==> config.mk <==
export PLATFORM = sky130hd
export DESIGN_NAME = d_sram_to_sramlike_flat
export DESIGN_NICKNAME = d
export VERILOG_FILES = /design/src/rtl/d_sram_to_sramlike_if.sv /design/src/rtl/d_sram_to_sramlike.sv /design/src/flat_wrapper.sv
export SDC_FILE = /design/constraint.sdc
export NUM_CORES = 1
export LEC_CHECK = 0
export BUFFER_PORTS_ARGS = -buffer_cell sky130_fd_sc_hd__buf_2
export CAP_MARGIN = 0
export CORE_AREA = 3 3 89 100
export DETAILED_ROUTE_END_ITERATION = 16
export DIE_AREA = 0 0 92 103
export SYNTH_ARGS = -nofsm -noshare
export SYNTH_HDL_FRONTEND = slang
export SYNTH_SLANG_ARGS = --single-unit
==> constraint.sdc <==
create_clock -name clk -period 1.7 [get_ports clk]
set_input_delay 0.34 -clock clk [delete_from_list [all_inputs] [get_ports clk]]
set_output_delay 0.34 -clock clk [all_outputs]
set_load 0.01 [all_outputs]
==> src/rtl/d_sram_to_sramlike_if.sv <==
// sram-like data bus between the CPU data-port adapter and the AXI bridge/cache.
// master: drives the request fields; slave: drives addr_ok/data_ok/rdata.
interface d_sram_to_sramlike_if;
  logic        data_req;
  logic        data_wr;
  logic [1:0]  data_size;
  logic [31:0] data_addr;
  logic [31:0] data_wdata;
  logic        data_addr_ok;
  logic        data_data_ok;
  logic [31:0] data_rdata;

  modport master (
    output data_req,
    output data_wr,
    output data_size,
    output data_addr,
    output data_wdata,
    input  data_addr_ok,
    input  data_data_ok,
    input  data_rdata
  );

  modport slave (
    input  data_req,
    input  data_wr,
    input  data_size,
    input  data_addr,
    input  data_wdata,
    output data_addr_ok,
    output data_data_ok,
    output data_rdata
  );
endinterface

==> src/rtl/d_sram_to_sramlike.sv <==
// CPU data SRAM port -> sram-like bus; stalls the pipeline until done.
// Ports: clk/rst, data_sram_* CPU side, longest_stall/d_stall, bus (master).
module d_sram_to_sramlike (
  input  logic        clk,
  input  logic        rst,
  input  logic        data_sram_en,
  input  logic [3:0]  data_sram_wen,
  input  logic [31:0] data_sram_addr,
  input  logic [31:0] data_sram_wdata,
  output logic [31:0] data_sram_rdata,
  input  logic        longest_stall,
  output logic        d_stall,
  d_sram_to_sramlike_if.master bus
);

  typedef enum logic [1:0] {
    IDLE,
    WAIT_ADDR,
    WAIT_DATA,
    DONE
  } state_e;

  state_e      state_q, state_d;
  logic [31:0] rdata_q, rdata_d;

  logic byte_en;
  logic half_en;

  always_ff @(posedge clk) begin
    if (rst) begin
      state_q <= IDLE;
      rdata_q <= '0;
    end else begin
      state_q <= state_d;
      rdata_q <= rdata_d;
    end
  end

  always_comb begin
    state_d = state_q;
    rdata_d = rdata_q;
    unique case (state_q)
      IDLE: begin
        if (data_sram_en) begin
          if (bus.data_addr_ok && bus.data_data_ok) begin
            state_d = DONE;
            rdata_d = bus.data_rdata;
          end else if (bus.data_addr_ok) begin
            state_d = WAIT_DATA;
          end else begin
            state_d = WAIT_ADDR;
          end
        end
      end
      WAIT_ADDR: begin
        if (bus.data_addr_ok && bus.data_data_ok) begin
          state_d = DONE;
          rdata_d = bus.data_rdata;
        end else if (bus.data_addr_ok) begin
          state_d = WAIT_DATA;
        end
      end
      WAIT_DATA: begin
        if (bus.data_data_ok) begin
          state_d = DONE;
          rdata_d = bus.data_rdata;
        end
      end
      DONE: begin
        // hold the load data until the whole pipeline moves on
        if (!longest_stall) state_d = IDLE;
      end
      default: state_d = IDLE;
    endcase
  end

  assign byte_en = data_sram_wen inside
    {4'b0001, 4'b0010, 4'b0100, 4'b1000};
  assign half_en = data_sram_wen inside
    {4'b0011, 4'b1100};

  always_comb begin
    bus.data_size = 2'd2;
    unique case (1'b1)
      byte_en: bus.data_size = 2'd0;
      half_en: bus.data_size = 2'd1;
      default: bus.data_size = 2'd2;
    endcase
  end

  assign bus.data_req =
    ((state_q == IDLE) && data_sram_en) ||
    (state_q == WAIT_ADDR);
  assign bus.data_wr    = |data_sram_wen;
  assign bus.data_addr  = data_sram_addr;
  assign bus.data_wdata = data_sram_wdata;

  assign d_stall         = data_sram_en && (state_q != DONE);
  assign data_sram_rdata = rdata_q;

endmodule

==> src/flat_wrapper.sv <==
// flat-port wrapper written by rule: the top's interface ports become plain ports
module d_sram_to_sramlike_flat 
  (clk, rst, data_sram_en, data_sram_wen, data_sram_addr, data_sram_wdata, data_sram_rdata, longest_stall, d_stall, bus_data_req, bus_data_wr, bus_data_size, bus_data_addr, bus_data_wdata, bus_data_addr_ok, bus_data_data_ok, bus_data_rdata);
  d_sram_to_sramlike_if bus_i ();
  input  logic clk;
  input  logic rst;
  input  logic data_sram_en;
  input  logic [3:0] data_sram_wen;
  input  logic [31:0] data_sram_addr;
  input  logic [31:0] data_sram_wdata;
  output logic [31:0] data_sram_rdata;
  input  logic longest_stall;
  output logic d_stall;
  output wire logic [$bits(bus_i.data_req)-1:0] bus_data_req;
  output wire logic [$bits(bus_i.data_wr)-1:0] bus_data_wr;
  output wire logic [$bits(bus_i.data_size)-1:0] bus_data_size;
  output wire logic [$bits(bus_i.data_addr)-1:0] bus_data_addr;
  output wire logic [$bits(bus_i.data_wdata)-1:0] bus_data_wdata;
  input wire logic [$bits(bus_i.data_addr_ok)-1:0] bus_data_addr_ok;
  input wire logic [$bits(bus_i.data_data_ok)-1:0] bus_data_data_ok;
  input wire logic [$bits(bus_i.data_rdata)-1:0] bus_data_rdata;
  assign bus_data_req = bus_i.data_req;
  assign bus_data_wr = bus_i.data_wr;
  assign bus_data_size = bus_i.data_size;
  assign bus_data_addr = bus_i.data_addr;
  assign bus_data_wdata = bus_i.data_wdata;
  assign bus_i.data_addr_ok = bus_data_addr_ok;
  assign bus_i.data_data_ok = bus_data_data_ok;
  assign bus_i.data_rdata = bus_data_rdata;
  d_sram_to_sramlike u_core (.clk(clk), .rst(rst), .data_sram_en(data_sram_en), .data_sram_wen(data_sram_wen), .data_sram_addr(data_sram_addr), .data_sram_wdata(data_sram_wdata), .data_sram_rdata(data_sram_rdata), .longest_stall(longest_stall), .d_stall(d_stall), .bus(bus_i));
endmodule
==> impl_metrics.ini <==
[synthesis]
syn_area_um2 = 2366
synth-seq-cells = 34
yosysSeqAreaShare_pct = 28.77
synth_edf_count = 0
synthAdderAreaFrac_pct = 2.644
synthSimpleGateAreaFrac_pct = 26.28
synth_cell_types = 26
synth_top_cell_by_area = dfxtp_1
syn-num-nets = 349
yosys.area.top_type_share_pct = 28.77
synth-compound-area-share_pct = 2.697
synth_top_family_by_area = simple AND/OR/NAND/NOR gates
synthCells = 238
synth_mux_area_share_pct = 13.96
synth_most_common_cell = buf_4
synth_common_cells = 65 x buf_4, 34 x dfxtp_1, 34 x nand2b_2
syn_area_per_cell_um2 = 9.941
synth_ff_type = dfxtp_1
ys_async_sr_fraction_pct = 0
synth_warnings = 0
synth_xor_area_share_pct = 0.3702
synth.area.top_cells = dfxtp_1 29%, buf_4 21%, mux2i_1 14%

[timing]
setup_violations = 0
rsz0062_at_grt = no
setup_tns_ns = 0
slew_headroom_pct = 85.83
clock.fmax_ghz = 0.6296
worst_pin_slew_ns = 0.2118
period_minus_slack_ns = 1.588
clock_skew_ns = 0.007810
timing.final.ws_setup_ns = 0.1117
hold_viol_final = 0
timing.final.crit_share_pct = 93.43
drv_slew = 0

[global_routing]
grt_pass1_wl_mm = 6.858
grt_overflow = 0
grt_max_degree = 67
grt_use_total_pct = 9.056
antenna_found_initial = 0
grt_pass1_vias = 1469

[drt]
highest_layer = met4
vias_per_cell = 4.131
antenna_left = 0
drcViolationCount = 0
dr_total_vias = 1487
met2WireLength_mm = 2.065
first_iter_violations = 22
routedWlPerCell_um = 11.84
wl_mm = 4.262
dr.pass1.iters = 3
met1_length_mm = 1.523
met3_wirelength_um = 435

[clock_network]
hold_buffers = 0
cts.path.max_buffers = 2
post_cts_buffers = 0
clk_pin_slew_ns = 0.08
clk_latency_ns = 0.29
clkSinkCount = 34
root_buffer = clkbuf_8
cts_max_level = 2
cts_tree = built
tritoncts.num_buffers = 5

[layout]
nets = 362
drive_above_1_share_pct = 58.33
regArea_um2 = 683.2
syn_to_final_growth_pct = 5.870
n_fill_cell = 857
n_antenna_cell = 0
multi_input_area_um2 = 1087
final_area_um2 = 2505

[power]
clkPwrFrac_pct = 27.8
p_per_area_nw_per_um2 = 1291
p_sw_uw = 1006
share_comb_of_total_power_pct = 36.6
p_seq_share_pct = 35.6
switching_share_pct = 31.10
ir_drop_uv = 443.1
internal_power_uw = 2229
p_leak_uw = 0.001112

[setup_path]
cp.depth = 4
reg2reg_from = u_core.state_q[0]
crit_arrival_ns = 1.25
worstPathMaxFanout = 6
critPathLaunchType = register
cpMaxStageDelayCell = dfxtp_2
r2r_end = u_core.data_sram_rdata[31]
cp_slowest_stage_delay_ns = 0.37
setup.worst_path.end_class = output port
path_cells = inv_1, ha_1, a21o_1, buf_2
ff2ff_path_depth = 6
r2r_setup_slack_ns = 0.17
path_delay_family = flip-flops
crit_end = bus_data_req
crit_type = reg -> out
crit_buf_inv = 2
worstSetupStartpoint = u_core.state_q[1]
worstPathRequired_ns = 1.36

[placed_design]
port_buffers = 78
placed_cell_area_um2 = 2365
place_hpwl_mm = 3.175
gp_congestion = 0.7123
place_ws_ns = 0.08489

[hold_path]
hold_path_class = in -> reg

[run_status]
outcome = completed

[floorplan]
coreArea_um2 = 7913
die_w_um = 92
io_pins = 207
dieArea_um2 = 9476
start_util_pct = 29.90
core.rowCount = 34
die_y_um = 103

[flow_run]
maxCapViolCount = 0
-- cell usage in the layout (no fill, tap or decap), types with 2 or more instances in the layout --
cell / synthesis / layout
buf_2: 0 / 78
nand2b_2: 34 / 34
mux2i_1: 33 / 33
dfxtp_1: 34 / 32
or2b_2: 20 / 20
nand2b_1: 13 / 13
ha_1: 5 / 5
clkbuf_8: 0 / 5
inv_1: 3 / 3
nand2_1: 3 / 3
buf_12: 3 / 3
nor2_1: 2 / 2
nand3_1: 2 / 2
nor2b_1: 2 / 2
a41oi_1: 2 / 2
a211oi_1: 2 / 2
bufinv_16: 0 / 2
dfxtp_2: 0 / 2
-- per-stage QoR --
stage	hold WS (ns)	utilization, %	total power (uW)	std cells
floorplan	0.4857	-	2197	238
global placement	0.4576	29.89	2360	352
detailed placement	0.4653	29.89	2378	352
CTS	0.2857	31.63	3316	360
global route	0.2852	31.66	3477	360
finish	0.3018	31.66	3235	360
-- worst reg2reg max path, delay by kind of cell (launching register included) --
family / cells / cell delay, ns
fa+ha+maj: 1 / 0.21
flops: 1 / 0.37
buf+inv: 2 / 0.28
compound gates: 1 / 0.26
simple gates: 1 / 0.12
mux: 1 / 0.22
-- area by class of cell --
type	count	share of cell area (%)
multi-input cells	126	43.41
flip-flops and latches	34	27.27
clock inverters	3	2.747
well taps	108	5.395
repair buffers	81	17.98
clock buffers	5	2.747
inverters	3	0.4496
-- registers in the layout (all words and copies together), names as in the netlist --
register,cells
u_core.data_sram_rdata,32
u_core.state_q,2
-- metal layers --
layer  up-vias  global-route usage (%)
met1       639                   8.962
met5         -                       0
met3        37                   3.212
met4         0                   7.543
li1        724                       -
met2        87                   15.39
-- worst min-delay path by stage --
stage                                    startpoint                    endpoint  slack (ns)  depth (start not counted)
after floorplan                  bus_data_rdata[10]  u_core.data_sram_rdata[10]        0.49                          2
after global placement    u_core.data_sram_rdata[8]   u_core.data_sram_rdata[8]        0.46                          2
after detailed placement  u_core.data_sram_rdata[2]   u_core.data_sram_rdata[2]        0.47                          2
after CTS                        bus_data_rdata[24]  u_core.data_sram_rdata[24]        0.29                          3
after global routing             bus_data_rdata[20]  u_core.data_sram_rdata[20]        0.29                          3
final                            bus_data_rdata[24]  u_core.data_sram_rdata[24]        0.30                          3
-- power by group through the flow --
stage | logic, uW | clock network, uW | registers [uW]
6_report | 1180 | 899 | 1150
5_1_grt | 1310 | 981 | 1190
4_1_cts | 1210 | 949 | 1150
3_5_place_dp | 1210 | 0 | 1160
3_3_place_gp | 1200 | 0 | 1160
2_1_floorplan | 952 | 0 | 1240
-- repair_timing --
action	CTS	global route
setup endpoints to repair	0	20
endpoints found under the hold margin	0	0
gates resized for setup	0	2
-- kinds of logic after synthesis --
logic type      count (synthesis)
fa+ha+maj                       5
mux                            33
simple gates                   79
compound gates                  8
flops                          34
xor+xnor                        1
buf+inv                        78
Power figures use the tool's default switching activity.
